**src/rtl/stopwatch_scan_driver.sv**
```systemverilog
// Stopwatch core: BCD counter with tick prescaler, start/stop and lap hold,
// leading-zero blanking, sticky overflow and a multiplexed 7-segment scan.
module stopwatch_scan_driver #(
  parameter int NUM_DIGITS  = 4,
  parameter int TICK_DIV    = 1000000,
  parameter int REFRESH_DIV = 100000,
  parameter int DP_POS      = 2,
  parameter int BLANK_LZ    = 1
) (
  input  logic                  clk,
  input  logic                  reset,
  input  logic                  start,
  input  logic                  lap,
  output logic [6:0]            seg,
  output logic                  decimal,
  output logic [NUM_DIGITS-1:0] an,
  output logic                  running,
  output logic                  overflow
);

  localparam int unsigned TW = $clog2(TICK_DIV);
  localparam int unsigned RW = $clog2(REFRESH_DIV);
  localparam int unsigned IW = $clog2(NUM_DIGITS);

  localparam logic [TW-1:0] TICK_LAST = TW'(TICK_DIV - 1);
  localparam logic [RW-1:0] REF_LAST  = RW'(REFRESH_DIV - 1);
  localparam logic [IW-1:0] IDX_LAST  = IW'(NUM_DIGITS - 1);
  localparam logic [IW-1:0] DP_IDX    = IW'(DP_POS);

  logic                       r_start_q;
  logic                       r_lap_q;
  logic                       r_run;
  logic                       r_hold;
  logic                       r_ovf;
  logic [TW-1:0]              r_tick;
  logic [RW-1:0]              r_ref;
  logic [IW-1:0]              r_idx;
  logic [NUM_DIGITS-1:0][3:0] r_count;
  logic [NUM_DIGITS-1:0][3:0] r_snap;
  logic [6:0]                 r_seg;
  logic                       r_dp;
  logic [NUM_DIGITS-1:0]      r_an;

  logic                       w_start_edge;
  logic                       w_lap_edge;
  logic                       w_inc;
  logic                       w_carry;
  logic                       w_wrap;
  logic                       w_lz;
  logic [NUM_DIGITS-1:0][3:0] w_count_nxt;
  logic [NUM_DIGITS-1:0][3:0] w_disp;
  logic [NUM_DIGITS-1:0]      w_blank;
  logic [3:0]                 w_digit;
  logic                       w_blank_sel;

  function automatic logic [6:0] f_seg(input logic [3:0] d);
    case (d)
      4'd0:    f_seg = 7'h40;
      4'd1:    f_seg = 7'h79;
      4'd2:    f_seg = 7'h24;
      4'd3:    f_seg = 7'h30;
      4'd4:    f_seg = 7'h19;
      4'd5:    f_seg = 7'h12;
      4'd6:    f_seg = 7'h02;
      4'd7:    f_seg = 7'h78;
      4'd8:    f_seg = 7'h00;
      4'd9:    f_seg = 7'h10;
      default: f_seg = 7'h7F;
    endcase
  endfunction

  assign w_start_edge = start & ~r_start_q;
  assign w_lap_edge   = lap & ~r_lap_q;
  // A start edge restarts the prescaler, so it also suppresses a same-cycle increment.
  assign w_inc        = r_run & (r_tick == TICK_LAST) & ~w_start_edge;
  assign w_disp       = r_hold ? r_snap : r_count;
  assign w_digit      = w_disp[r_idx];
  assign w_blank_sel  = w_blank[r_idx];

  // Ripple-carry BCD increment across all digits in one cycle.
  always_comb begin
    w_count_nxt = r_count;
    w_carry     = w_inc;
    for (int i = 0; i < NUM_DIGITS; i++) begin
      if (w_carry) begin
        if (r_count[i] == 4'd9) begin
          w_count_nxt[i] = 4'd0;
        end else begin
          w_count_nxt[i] = r_count[i] + 4'd1;
          w_carry        = 1'b0;
        end
      end
    end
    w_wrap = w_carry;
  end

  // Blank a digit above the decimal point when it and everything above it is zero.
  always_comb begin
    w_lz    = 1'b1;
    w_blank = '0;
    for (int i = NUM_DIGITS - 1; i >= 0; i--) begin
      w_lz       = w_lz & (w_disp[i] == 4'd0);
      w_blank[i] = (BLANK_LZ != 0) && (i > DP_POS) && w_lz;
    end
  end

  always_ff @(posedge clk) begin
    if (!reset) begin
      r_start_q <= 1'b0;
      r_lap_q   <= 1'b0;
      r_run     <= 1'b0;
      r_hold    <= 1'b0;
      r_ovf     <= 1'b0;
      r_tick    <= '0;
      r_ref     <= '0;
      r_idx     <= '0;
      r_count   <= '0;
      r_snap    <= '0;
      r_seg     <= 7'h7F;
      r_dp      <= 1'b1;
      r_an      <= '1;
    end else begin
      r_start_q <= start;
      r_lap_q   <= lap;

      if (w_start_edge) begin
        r_run  <= ~r_run;
        r_tick <= '0;
      end else if (r_run) begin
        r_tick <= (r_tick == TICK_LAST) ? '0 : r_tick + TW'(1);
      end

      r_count <= w_count_nxt;
      if (w_wrap) r_ovf <= 1'b1;

      // Lap decisions use the run/hold state from before this cycle's edges.
      if (w_lap_edge) begin
        if (r_hold) begin
          r_hold <= 1'b0;
        end else if (r_run) begin
          r_hold <= 1'b1;
          r_snap <= r_count;
        end
      end

      if (r_ref == REF_LAST) begin
        r_ref <= '0;
        r_idx <= (r_idx == IDX_LAST) ? '0 : r_idx + IW'(1);
      end else begin
        r_ref <= r_ref + RW'(1);
      end

      r_an  <= ~(NUM_DIGITS'(1) << r_idx);
      r_seg <= w_blank_sel ? 7'h7F : f_seg(w_digit);
      r_dp  <= (r_idx != DP_IDX);
    end
  end

  assign seg      = r_seg;
  assign decimal  = r_dp;
  assign an       = r_an;
  assign overflow = r_ovf;
  assign running  = r_run;

endmodule

```
**config.mk**
```make
export PLATFORM = sky130hd
export DESIGN_NAME = stopwatch_scan_driver
export DESIGN_NICKNAME = d
export VERILOG_FILES = /design/src/rtl/stopwatch_scan_driver.sv
export SDC_FILE = /design/constraint.sdc
export NUM_CORES = 1
export LEC_CHECK = 0
export ABC_AREA = 1
export CAP_MARGIN = 15
export CELL_PAD_IN_SITES_DETAIL_PLACEMENT = 1
export CELL_PAD_IN_SITES_GLOBAL_PLACEMENT = 1
export CORE_UTILIZATION = 35
export DETAILED_ROUTE_END_ITERATION = 10
export PLACE_DENSITY = 0.63
export RECOVER_POWER = 25
export SYNTH_ARGS = -nofsm -noshare
export SYNTH_HDL_FRONTEND = slang
export SYNTH_SLANG_ARGS = --single-unit
```
**constraint.sdc**
```tcl
create_clock -name clk -period 1.85 [get_ports clk]
set_input_delay 0.185 -clock clk [delete_from_list [all_inputs] [get_ports clk]]
set_output_delay 0.185 -clock clk [all_outputs]
set_load 0.02 [all_outputs]
```
======== Yosys cells after proc, flatten, opt, wreduce, memory -nomap -nowiden ========
Memory sizes are Yosys's and may differ from the RTL's. A register that Yosys moved wholly into a read port is not among the register bits.
Index checks and enable logic that the tools add are counted.
Widths: inputs -> output; s select.
storage, ports and cells
  flip-flop bits (word level) ............. 81
  ROM bits ................................ 112
  memories kept ........................... 1
memory list
  name             depth  width  rd ports  clocked after memory_dff  wr ports  line  source
  (no name shown)  16     7      1         1                         0         57    case (d)
operators by class
  add/sub/neg operators ................... 7
  $lt $le $gt $ge ......................... 1
  equality and inequality tests ........... 8
  shift operators ......................... 1
  muxes and demuxes ....................... 21
  bitwise logic cells ..................... 11
  reduce and logical (&&, ||, !) cells .... 5
operators by type and width
  operator               number
  $add 20x1->20 const B  1
  $eq 20x20->1 const B   1
  $mux 20                1
  $mux 4                 5
  $add 17x1->17 const B  1
  $eq 17x17->1 const B   1
  $add 4x1->4 const B    4
  $eq 4x4->1 const B     4
  $mux 16                1
  $mux 1                 11
  $bmux 4 s2             1
  $not 1->1              6
  $reduce_or 2->1        3
  $and 1x1->1            4
  $logic_not 4->1        1
  $not 4->4              1
  $shl 1x2->4 const A    1
  $lt 2x3->1 const B     1
  $reduce_and 3->1       1
  $add 2x1->2 const B    1
  $bmux 1 s2             1
  $eq 2x2->1 const B     1
  $mux 2                 1
  $ne 2x2->1 const B     1

======== Logic depth before layout (Yosys ltp) ========
  depth in word-level cells ............... 8
  depth in mapped cells ................... 12
  depth with buffers taken out ............ 11

======== Worst setup path before layout ========
No wires, ideal clock.
  kind .................................... reg-to-reg
  start ................................... register r_hold
  end ..................................... register r_seg[0] (netlist: seg[0])
  setup time .............................. 121 ps
  data arrival time ....................... 1771 ps
  path slack .............................. -42 ps
  cell stages (with the launch flop) ...... 12
  buffers on the path ..................... 1
  cells stage by stage .................... dfxtp_1 inv_2 buf_2 nand2_1 o21ai_1 a32o_1 nor2_1 inv_1 ha_1 or2_2 o211ai_1 nand2_1
on the way
  longest elaborated chain between the ends .. 5
  elaborated cells on any way between the ends .. 7
  those cells by class .................... 5 x mux; 2 x reduce/logical
ends and longest elaborated chain
  what                              line  source
  from (decl)                       33    logic r_hold;
  from (signal assigned)            112   r_hold <= 1'b0;
  from (signal assigned)            139   r_hold <= 1'b0;
  from (signal assigned)            141   r_hold <= 1'b1;
  $mux 16 (*)                       76    assign w_disp = r_hold ? r_snap : r_count;
  $logic_not 4->1                   102   w_lz = w_lz & (w_disp[i] == 4'd0);
  $bmux 1 s2                        78    assign w_blank_sel = w_blank[r_idx];
  $mux 1 (implied by the code)      78
  $reduce_or 2->1 (no source line)  --
  to (decl)                         40    logic [6:0] r_seg;
Every way passes the cells marked *; elsewhere a longest branch is shown, timed or not. The select of a mux whose other input is x is not followed.
A chain may end at the register's enable or synchronous reset.

======== Worst setup path after layout ========
Same ends and word-level chain as after synthesis.

==> results.yml <==
timing:
  finalHoldWorstSlack_ns: 0.4234
  skew_ns: 0.005268
  final_hold_viol_count: 0
  layout_min_cycle_time_ns: 1.750
  timing.fmax_mhz: 571.4
  setup-violations-final: 0
  post-route-worst-setup-slack_ns: 0.09979
  fin_tns_setup_ns: 0
  tightestPinTransition_ns: 0.5615
  final-max-slew-violation-count: 0
  slew-limit-headroom_pct: 62.57
  fin_crit_sh_pct: 94.61
final_layout:
  final-seq-area_mm2: 0.001747
  multi_input_comb_area_mm2: 0.002156
  stdcell_count: 795
  final_nets: 662
  syn_to_final_growth_pct: 24.15
  n_antenna_cell: 0
  drive_above_1_share_pct: 16.87
  fin_area_mm2: 0.005261
  final_core_density_pct: 45.30
  fillerInstances: 1454
grt:
  via_count_of_the_first_global_routing_pass: 4135
  overflow: 0
  gr-usage-all-layers_pct: 19.37
  pin_count_of_the_biggest_net_entering_global_routing: 39
  grt_pass1_wl_mm: 19.33
  grt_antenna_before_repair: 0
clock_network:
  cts_htree_levels: 3
  tritoncts_clock_tree: "built"
  clock_sinks: 87
  hold_fix_buffer_count_after_cts: 0
  tritoncts.num_buffers: 9
  clkLatencyLatePin_ns: 0.35
  path_clk_slew_ns: 0.06
  worst_case_clock_buffer_depth: 2
  cts.root.buffer_cell: "clkbuf_16"
yosys:
  synth-main-ff-cell: "dfxtp_1"
  synth-adder-area-share_pct: 3.248
  synth_seq_area_share_pct: 41.10
  yosysTopAreaCell: "dfxtp_1"
  compound_gate_portion_of_the_synthesized_area_pct: 13.82
  post_syn_nets: 599
  syn-cell-area_mm2: 0.004238
  synth_xor_area_share_pct: 3.307
  ys_seq_elements: 87
  synth-async-reset-ratio_pct: 0
  postSynthCellCount: 584
  netlist.area_leader.share_pct: 41.10
  yosys-top-cells-area: "dfxtp_1 41%, nand2_1 8.4%, nor2_1 7.0%"
  yosysWarningCount: 0
  post_synth_mux_area_share_pct: 0
  synth.avg_cell_area_um2: 7.257
  largest_family_of_logic_cells_by_synthesized_area: "simple AND/OR/NAND/NOR gates"
  synth-edff-count: 0
  number_of_distinct_library_cells_after_synthesis: 43
  yosys.area_share.simple_pct: 29.20
detailed_routing:
  drc: 1
  routed_vias: 3992
  detail_route.wirelength_mm: 11.15
  drt_iter0_markers: 87
  ant_nets: 0
  drtPass1Iterations: 7
  route.detailed.vias_per_inst: 5.021
  post_drt_wl_per_cell_um: 14.02
critical_path:
  cp.arrival_ns: 1.99
  critical_path_required_ns: 2.09
  critPathCaptureType: "flip-flop"
  worst-path-max-fanout: 8
  path_class: "flip-flop to flip-flop"
  critPathLaunchType: "flip-flop"
placement:
  post_placement_cell_count: 776
  detailedPlacementHpwl_mm: 8.529
  numPortBuffers: 17
  place_area_mm2: 0.004886
  place_congestion: 0.8010
  pre_cts_slack_ns: -0.06357
hold_path:
  worstHoldPathType: "input port to flip-flop"
floorplanning:
  die_area_mm2: 0.01255
  die_h_um: 112.0
  std_cell_rows: 39
  start_util_pct: 36.49
  die-width_um: 112.0
  floorplan.core_area_mm2: 0.01161
  top_level_ports: 18
flow_run:
  max_cap_violations: 0
run_status:
  outcome: "finished with violations"
  violations: "DRC"
power_and_ir_drop:
  power_density_mw_per_mm2: 767.0
  vdd_drop_max_v: 0.0003461
  static-leakage-power_nw: 2.125
  finalPower_mw: 4.035
==> path summary, 6_finish.rpt <==
kind,from,to,slack [ns],depth (start not counted)
setup reg to reg,r_hold,seg[0],0.1,10
hold reg to reg,r_snap[6],r_snap[6],0.45,2
hold / removal,start,r_start_q,0.42,3
setup / recovery,r_hold,seg[0],0.1,10
==> cell type report <==
| type | count | share of cell area [%] |
|---|---|---|
| clock buffers | 12 | 4.685 |
| clock inverters | 4 | 0.8561 |
| inverters | 83 | 5.969 |
| multi-input cells | 397 | 40.98 |
| flip-flops and latches | 87 | 33.20 |
| well taps | 143 | 3.401 |
| repair buffers | 69 | 10.92 |
==> critical path, cell delays in order (launching register included) <==
cell	delay, ns
dfxtp_4	0.38
inv_4	0.08
buf_6	0.11
nand2_2	0.04
a32o_2	0.28
nor2_4	0.12
inv_2	0.04
ha_1	0.17
or2_4	0.25
o211ai_1	0.09
nand2_1	0.06
==> routing by layer <==
layer | GRT usage, % | share of wire (%)
met5 | 0 | 0
met4 | 8.000 | 2.1
met3 | 3.726 | 2.2
met2 | 35.53 | 52
met1 | 21.97 | 44
==> synth_stat cells (3+ instances only) <==
cell	instances
buf_4	3
o21a_1	4
a21oi_1	45
a31oi_1	3
inv_1	77
nand4_1	12
a21oi_2	3
o21ai_1	13
nor3_1	24
nor3b_1	3
nand3_1	25
nand2_1	95
o211ai_1	3
nor2_1	79
dfxtp_1	87
nor3_2	4
inv_2	6
buf_2	7
ha_1	11
xor2_1	13
o21ai_0	27
clkbuf_1	7
or2_2	4
xnor2_1	3
==> cells in the final DEF (no fill, tap or decap), types with 4 or more instances in the layout <==
master	Yosys	final
o21ai_1	13	14
dfxtp_1	87	85
clkbuf_16	0	9
nor2_2	2	4
clkdlybuf4s50_1	0	16
ha_1	11	8
nand3_1	25	24
nand2_1	95	94
nor2_1	79	76
xor2_1	13	13
inv_1	77	76
nor3_2	4	5
a21oi_1	45	45
o21ai_0	27	23
nor3_1	24	23
inv_2	6	6
o21a_1	4	4
nand4_1	12	12
buf_4	3	47
==> timing repair <==
action                     in CTS  in global routing
setup endpoints to repair       4                 11
resized for setup               2                 24
pin swaps                       0                  7
buffers inserted                0                  3
==> cells by family after synthesis <==
family | Yosys count
DFF | 87
xor gates and xnor gates | 16
and+or+nand+nor | 264
adders and majority gates | 11
AOI/OAI and AO/OA | 106
buffers and inverters | 100
==> power by group <==
group | total, mW | switching (mW) | internal [mW]
registers | 1.94 | 0.0235 | 1.92
logic | 0.273 | 0.157 | 0.116
clock network | 1.82 | 0.745 | 1.08
total | 4.04 | 0.925 | 3.11
==> flip-flops by register name, indices dropped and copies added, names as in the netlist <==
name	cells
r_tick	20
an	4
r_lap_q	1
r_idx	2
r_ref	17
seg	7
r_start_q	1
r_snap	16
running	1
overflow	1
r_count	16
r_hold	1
Power figures use the tool's default switching activity.
